`config.mk`:
```
export PLATFORM = sky130hd
export DESIGN_NAME = rr_burst_arbiter
export DESIGN_NICKNAME = d
export VERILOG_FILES = /design/src/rtl/rr_burst_arbiter.sv
export SDC_FILE = /design/constraint.sdc
export NUM_CORES = 1
export LEC_CHECK = 0
export CAP_MARGIN = 20
export CORE_UTILIZATION = 48
export CTS_BUF_LIST = sky130_fd_sc_hd__clkbuf_4
export CTS_CLUSTER_DIAMETER = 120
export DETAILED_ROUTE_END_ITERATION = 7
export MAX_ROUTING_LAYER = met4
export PLACE_DENSITY_LB_ADDON = 0.1
export RECOVER_POWER = 100
export SYNTH_ARGS = -nofsm -noshare
export SYNTH_HDL_FRONTEND = slang
export SYNTH_SLANG_ARGS = --single-unit
```
`constraint.sdc`:
```
create_clock -name clk -period 1.6 [get_ports clk]
set_clock_uncertainty 0.1 [all_clocks]
set_input_delay 0.24 -clock clk [delete_from_list [all_inputs] [get_ports clk]]
set_output_delay 0.24 -clock clk [all_outputs]
set_load 0.005 [all_outputs]
```
`src/rtl/rr_burst_arbiter.sv`:
```
// Four-requester round-robin arbiter with burst hold.
// A grantee keeps the resource until it strobes done, drops its request, or
// reaches MAX_HOLD grant cycles. Priority then rotates to the requester after
// the one just served. Every release is followed by one idle turnaround cycle.
//
//   state | meaning
//   IDLE  | no grant; arbitrate among active requests starting at ptr
//   BUSY  | grant held by grant_id; watch for done, dropped req or timeout
module rr_burst_arbiter #(
    parameter int MAX_HOLD = 8,
    parameter int CNT_W    = 4
) (
    input  logic       clk,
    input  logic       rst,
    input  logic [3:0] req,
    input  logic [3:0] done,
    output logic [3:0] grant,
    output logic       grant_vld,
    output logic [1:0] grant_id,
    output logic       preempt
);

    typedef enum logic {IDLE, BUSY} state_t;

    state_t             state, state_nxt;
    logic [1:0]         ptr, ptr_nxt;
    logic [CNT_W-1:0]   hold_cnt, hold_nxt;
    logic [3:0]         grant_nxt;
    logic               vld_nxt;
    logic [1:0]         id_nxt;
    logic               pre_nxt;

    logic               found;
    logic [1:0]         win;
    logic               rel;
    logic               timeout;

    // First active request in search order ptr, ptr+1, ptr+2, ptr+3 (mod 4)
    always_comb begin
        found = 1'b0;
        win   = ptr;
        for (int k = 0; k < 4; k++) begin
            if (!found && req[ptr + 2'(k)]) begin
                found = 1'b1;
                win   = ptr + 2'(k);
            end
        end
    end

    assign timeout = (hold_cnt == CNT_W'(MAX_HOLD));
    assign rel     = done[grant_id] | ~req[grant_id] | timeout;

    // Next-state and registered-output decode
    always_comb begin
        state_nxt = state;
        ptr_nxt   = ptr;
        hold_nxt  = hold_cnt;
        grant_nxt = grant;
        vld_nxt   = grant_vld;
        id_nxt    = grant_id;
        pre_nxt   = 1'b0;
        case (state)
            IDLE: begin
                if (found) begin
                    grant_nxt = 4'(1) << win;
                    vld_nxt   = 1'b1;
                    id_nxt    = win;
                    hold_nxt  = CNT_W'(1);
                    state_nxt = BUSY;
                end
            end
            BUSY: begin
                if (rel) begin
                    grant_nxt = 4'b0000;
                    vld_nxt   = 1'b0;
                    ptr_nxt   = grant_id + 2'd1;
                    hold_nxt  = '0;
                    // Flag only a pure timeout; done or a dropped req wins
                    pre_nxt   = ~done[grant_id] & req[grant_id];
                    state_nxt = IDLE;
                end else begin
                    hold_nxt  = hold_cnt + CNT_W'(1);
                end
            end
            default: state_nxt = IDLE;
        endcase
    end

    // State and output registers with synchronous reset
    always_ff @(posedge clk) begin
        if (rst) begin
            state     <= IDLE;
            ptr       <= 2'd0;
            hold_cnt  <= '0;
            grant     <= 4'b0000;
            grant_vld <= 1'b0;
            grant_id  <= 2'd0;
            preempt   <= 1'b0;
        end else begin
            state     <= state_nxt;
            ptr       <= ptr_nxt;
            hold_cnt  <= hold_nxt;
            grant     <= grant_nxt;
            grant_vld <= vld_nxt;
            grant_id  <= id_nxt;
            preempt   <= pre_nxt;
        end
    end

endmodule

```
# --- Word-level counts from Yosys, hierarchy flattened ---
# Index checks and enable logic that the tools add are counted.
# W data, S select, Z words.
word_totals:
  ff_bits: 15
  inputBits: 10
  out_inout_bits: 8
  word_cells: 69
classes:
  n_addsub: 5
  order_cmp: 5
  n_eq_ne: 3
  shift: 1
  muxes: 31
  bitwise: 7
  reduce_logical: 10
ops:
  columns: ["cell", "count"]
  rows:
  - ["$mux W4", 4]
  - ["$pmux W4 S2", 2]
  - ["$lt A2 B3 Y1 const B", 5]
  - ["$mux W1", 14]
  - ["$bmux W1 S2", 6]
  - ["$mux W2", 3]
  - ["$reduce_and A2 Y1", 3]
  - ["$add A2 B1 Y2 const B", 2]
  - ["$add A2 B2 Y2 const B", 2]
  - ["$add A4 B1 Y4 const B", 1]
  - ["$eq A4 B4 Y1 const B", 1]
  - ["$not A1 Y1", 4]
  - ["$pmux W1 S2", 2]
  - ["$shl A1 B2 Y4 const A", 1]
  - ["$logic_and A1 B1 Y1", 3]
  - ["$logic_not A1 Y1", 3]
  - ["$reduce_or A3 Y1", 1]
  - ["$ne A2 B1 Y1 const B", 1]
  - ["$ne A2 B2 Y1 const B", 1]
  - ["$or A1 B1 Y1", 2]
  - ["$and A1 B1 Y1", 1]

# --- Longest topological paths before layout ---
logic_depth:
  depth_word: 15
  depth_mapped: 6
  depth_no_buf: 6

# --- Worst setup path after synthesis ---
# No wires, ideal clock.
synth_timing:
  path_kind: "register to register"
  from: "register grant_id[1]"
  to: "register grant[0]"
  setup_time_ns: 0.060
  t_arrival_ns: 1.491
  path_slack_ns: -0.051
  path_stages_with_launch: 5
  path_cell_list: "dfxtp_1 > buf_2 > mux4_2 > o41ai_4 > a32o_2"
synth_via:
  elab_chain_len: 7
  elab_cells_between_ends: 9
  classes_between: "eq/ne (1); mux (4); bitwise (3); reduce/logical (1)"
synth_rtl:
  columns: ["item", "line", "rtl"]
  rows:
  - ["from (decl)", "19", "output logic [1:0] grant_id,"]
  - ["from (signal assigned)", "105", "grant_id <= id_nxt;"]
  - ["$bmux W1 S2", "51", "assign rel = done[grant_id] | ~req[grant_id] | timeout;"]
  - ["$mux W1 (implied by the code)", "51", null]
  - ["$not A1 Y1", "51", null]
  - ["$or A1 B1 Y1 * (2 in a row)", "51", null]
  - ["$ne A2 B1 Y1 (no source line) *", null, null]
  - ["$reduce_and A2 Y1 (no source line) *", null, null]
  - ["to (signal assigned)", "103", "grant <= grant_nxt;"]
  - ["to (decl)", "17", "output logic [3:0] grant,"]
# Every way passes the cells marked *; elsewhere a longest branch is shown, timed or not. The select of a mux whose other input is x is not followed.
# A chain may end at the register's enable or synchronous reset.

# --- Worst setup path after layout ---
# Ends and elaborated chain as after synthesis.

==> impl_results.md <==
- Grt peak-use layer: met2
- Cell types with the largest area share after synthesis: sky130_fd_sc_hd__dfxtp_1, sky130_fd_sc_hd__a21oi_1, sky130_fd_sc_hd__a32o_2
- Maximum buffer depth of the clock tree: 2
- Post-Synth Simple-Gate Area: 0.261
- Post-synthesis xor/xnor area fraction: 0.00933
- Total Routing Usage GR: 0.268
- Number of distinct library cells after synthesis: 40
- Share of async-settable or async-resettable flops after synthesis: 0
- Diode insertion count for antenna repair: 0
- Static Leakage: 0.548 nW
- Clock-pin slew reported for the worst setup and hold paths after clock tree synthesis: 0.09 ns
- Number of cells produced by synthesis: 106
- Dominant combinational cell family by area after synthesis: compound AO/OA/AOI/OAI gates
- Total buffers and inverters traversed by the critical path: 0
- Category of the most critical setup path: reg -> reg
- Number of pins with negative max-slew slack in the final report: 0
- Wire length after detailed routing: 2.31 mm
- Finish-stage setup viols: 0
- Warnings, synthesis: 0
- Share of cells above drive strength 1: 0.225
- Sequential cell area fraction in the yosys report: 0.320
- Detailed-route vias per instance: 5.70
- Synthesized net count: 118
- Number of primary I/O pins: 18
- Drt pass-1 iters: 4
- Vertical die dimension: 46.2 µm
- Final period utilization: 0.983
- # clock sinks: 15
- Quantity of hold-fixing buffers added after cts: 0
- Final Wtd Congestion: 0.829
- Kind of end point of the critical path: register
- Aggregate negative setup slack: 0 ns
- H-tree depth reported by CTS: 1
- Most common flop cell mapped by yosys: sky130_fd_sc_hd__dfxtp_1
- Met2 Usage GRT: 0.400
- Endpoint arrival time on the critical path: 1.71 ns
- Effective utilization at floorplan: 0.526
- Global-route wire length before repair: 3.91 mm
- Number of port buffers: 17
- Sum of overflow across all layers after global routing: 0
- Slowest cell delay on critical path: 0.55 ns
- Critical path peak fanout: 4
- Slowest stage cell on the critical path: sky130_fd_sc_hd__mux4_2
- Root buf cell: sky130_fd_sc_hd__clkbuf_4
- Total DRC errors in the routed layout: 0
- Share of the synthesized area in compound gates (AO/OA/AOI/OAI): 0.273
- Unrepaired setup endpoints after global routing: true
- TritonCTS clock tree: yes
- Met1 Usage GRT: 0.352
- Post-synthesis share of cell area spent on full adders, half adders and majority gates: 0.0267
- Vias in the first global route: 861
- Flip-flop and latch count after synthesis: 15
- Worst IR Drop VDD: 0.535 mV
- Post-synthesis to final-layout area growth: 32.8%
- Required time of the critical path: 1.73 ns
- Yosys top cell by area: sky130_fd_sc_hd__dfxtp_1
- Highest Clock Rate: 636 MHz
- Number of enable-type register cells in the synthesized netlist: 0
- Initial antenna violation count: 0
- Die area: 0.00214 mm²
- Number of nets in the finished design: 151
- Worst hold path class: reg -> reg
- Largest net degree at the start of global routing: 11
- Startpoint type of the worst setup path: register
- Average cell area after synthesis: 8.85 µm²
- Vias: 929
- Number of nets with antenna violations after detailed routing: 0
- Number of buffers created by CTS: 3
- Slew @ Worst Pin: 0.368 ns
- Share of synthesized area spent on multiplexers: 0.0480
- Hold Vio Cnt, Final: 0
- Drt initial violations: 16
- Power per cell area: 745 mW/mm²
- Min Clock Period, post-route: 1.57 ns
- Die X: 46.2 µm
- Share of the synthesized area in the top cell type: 0.320
- Slack of the worst reg-to-reg path: 0.03 ns
- Sequence of cells on the critical path: mux4_2, o41ai_4, a32o_2
- DP HPWL: 1.73 mm
- Overall Power: 0.929 mW
- GR Layer Usage met3: 0.0627
- Relative max-transition margin: 0.752
- MaxCap Viol Count: 0
- Insertion delay of the later-clocked pin in the worst-skew pair: 0.28 ns
- Core region area: 0.00178 mm²
- Detailed-route wire length per cell: 14.2 µm
- Family with the most delay on the worst path: multiplexers
- Result of the run: finished, final reports clean
- Row count: 15
- Post-synth design cell area: 938 µm²
-- Yosys cell counts (3+ instances only) --
cell and n:
sky130_fd_sc_hd__o211ai_1 3, sky130_fd_sc_hd__nand3_1 4, sky130_fd_sc_hd__dfxtp_1 15, sky130_fd_sc_hd__nor2b_1 7
sky130_fd_sc_hd__nand2b_1 4, sky130_fd_sc_hd__clkbuf_1 3, sky130_fd_sc_hd__a21oi_1 9, sky130_fd_sc_hd__nand2_1 5
sky130_fd_sc_hd__o21ai_0 3, sky130_fd_sc_hd__inv_1 5, sky130_fd_sc_hd__a32o_2 4, sky130_fd_sc_hd__nor2_1 7
-- placed cells by master (no fill, tap or decap), types with 3 or more instances in the layout --
master,instances
sky130_fd_sc_hd__a21oi_1,10
sky130_fd_sc_hd__a32o_2,4
sky130_fd_sc_hd__buf_4,17
sky130_fd_sc_hd__clkbuf_4,3
sky130_fd_sc_hd__clkdlybuf4s50_1,6
sky130_fd_sc_hd__dfxtp_1,14
sky130_fd_sc_hd__dlygate4sd2_1,9
sky130_fd_sc_hd__inv_1,5
sky130_fd_sc_hd__nand2_1,5
sky130_fd_sc_hd__nand2b_1,4
sky130_fd_sc_hd__nand3_1,4
sky130_fd_sc_hd__nor2_1,7
sky130_fd_sc_hd__nor2b_1,7
sky130_fd_sc_hd__o211ai_1,3
-- registers in the layout, summed over array words and instances, names as in the netlist --
| name | cells |
|---|---|
| grant | 4 |
| preempt | 1 |
| ptr | 2 |
| state | 1 |
| hold_cnt | 4 |
| grant_vld | 1 |
| grant_id | 2 |
-- path summary, 6_finish.rpt --
| kind | to | start | cells after the start |
|---|---|---|---|
| worst max-delay path | grant[0] | grant_id[1] | 3 |
| worst min-delay path | grant[2] | grant[2] | 1 |
| worst max register to register | grant[0] | grant_id[1] | 3 |
| worst min register to register | grant[2] | grant[2] | 1 |
-- power breakdown --
| group | total [mW] | internal (mW) | switching (mW) |
|---|---|---|---|
| registers | 0.424 | 0.401 | 0.0228 |
| clock network | 0.220 | 0.0927 | 0.127 |
| logic | 0.285 | 0.151 | 0.134 |
-- layout make-up --
cell class / instances / area [µm²]
multi-input cells: 80 / 578
well taps: 25 / 31.3
clock buffers: 3 / 22.5
fillers: 164 / 537
repair buffers: 34 / 287
inverters: 5 / 18.8
clock inverters: 1 / 5.00
flip-flops and latches: 15 / 304
-- per-layer routing --
layer	wire length, µm	vias to the layer above
met1	1120	442
met3	96	2
li1	-	463
met4	12	0
met5	0	-
met2	1090	22
-- what timing repair did --
| action | 4_1_cts | 5_1_grt |
|---|---|---|
| setup endpoints to repair | 12 | 7 |
| pin swaps | 2 | 4 |
| gates resized for setup | 11 | 2 |
| buffers inserted | 1 | 0 |
-- cells by family after synthesis --
| group | Yosys count |
|---|---|
| and+or+nand+nor | 43 |
| AOI/OAI and AO/OA | 32 |
| DFF | 15 |
| buffers and inverters | 11 |
| muxes | 2 |
| adders and majority gates | 2 |
| xor gates and xnor gates | 1 |
-- metrics by stage --
stage               instances  utilization  setup WS, ns  hold WS (ns)  instance area [µm²]
finish                    163        0.699        0.0269         0.378                 1250
global route              163        0.699       -0.0372         0.401                 1250
CTS                       163        0.700       -0.0472         0.390                 1250
detailed placement        158        0.685        -0.469         0.358                 1220
global placement          158        0.685        -0.448         0.358                 1220
floorplan                 106            -      0.000183         0.309                  945
No activity file was read; power rests on OpenSTA's default activity.
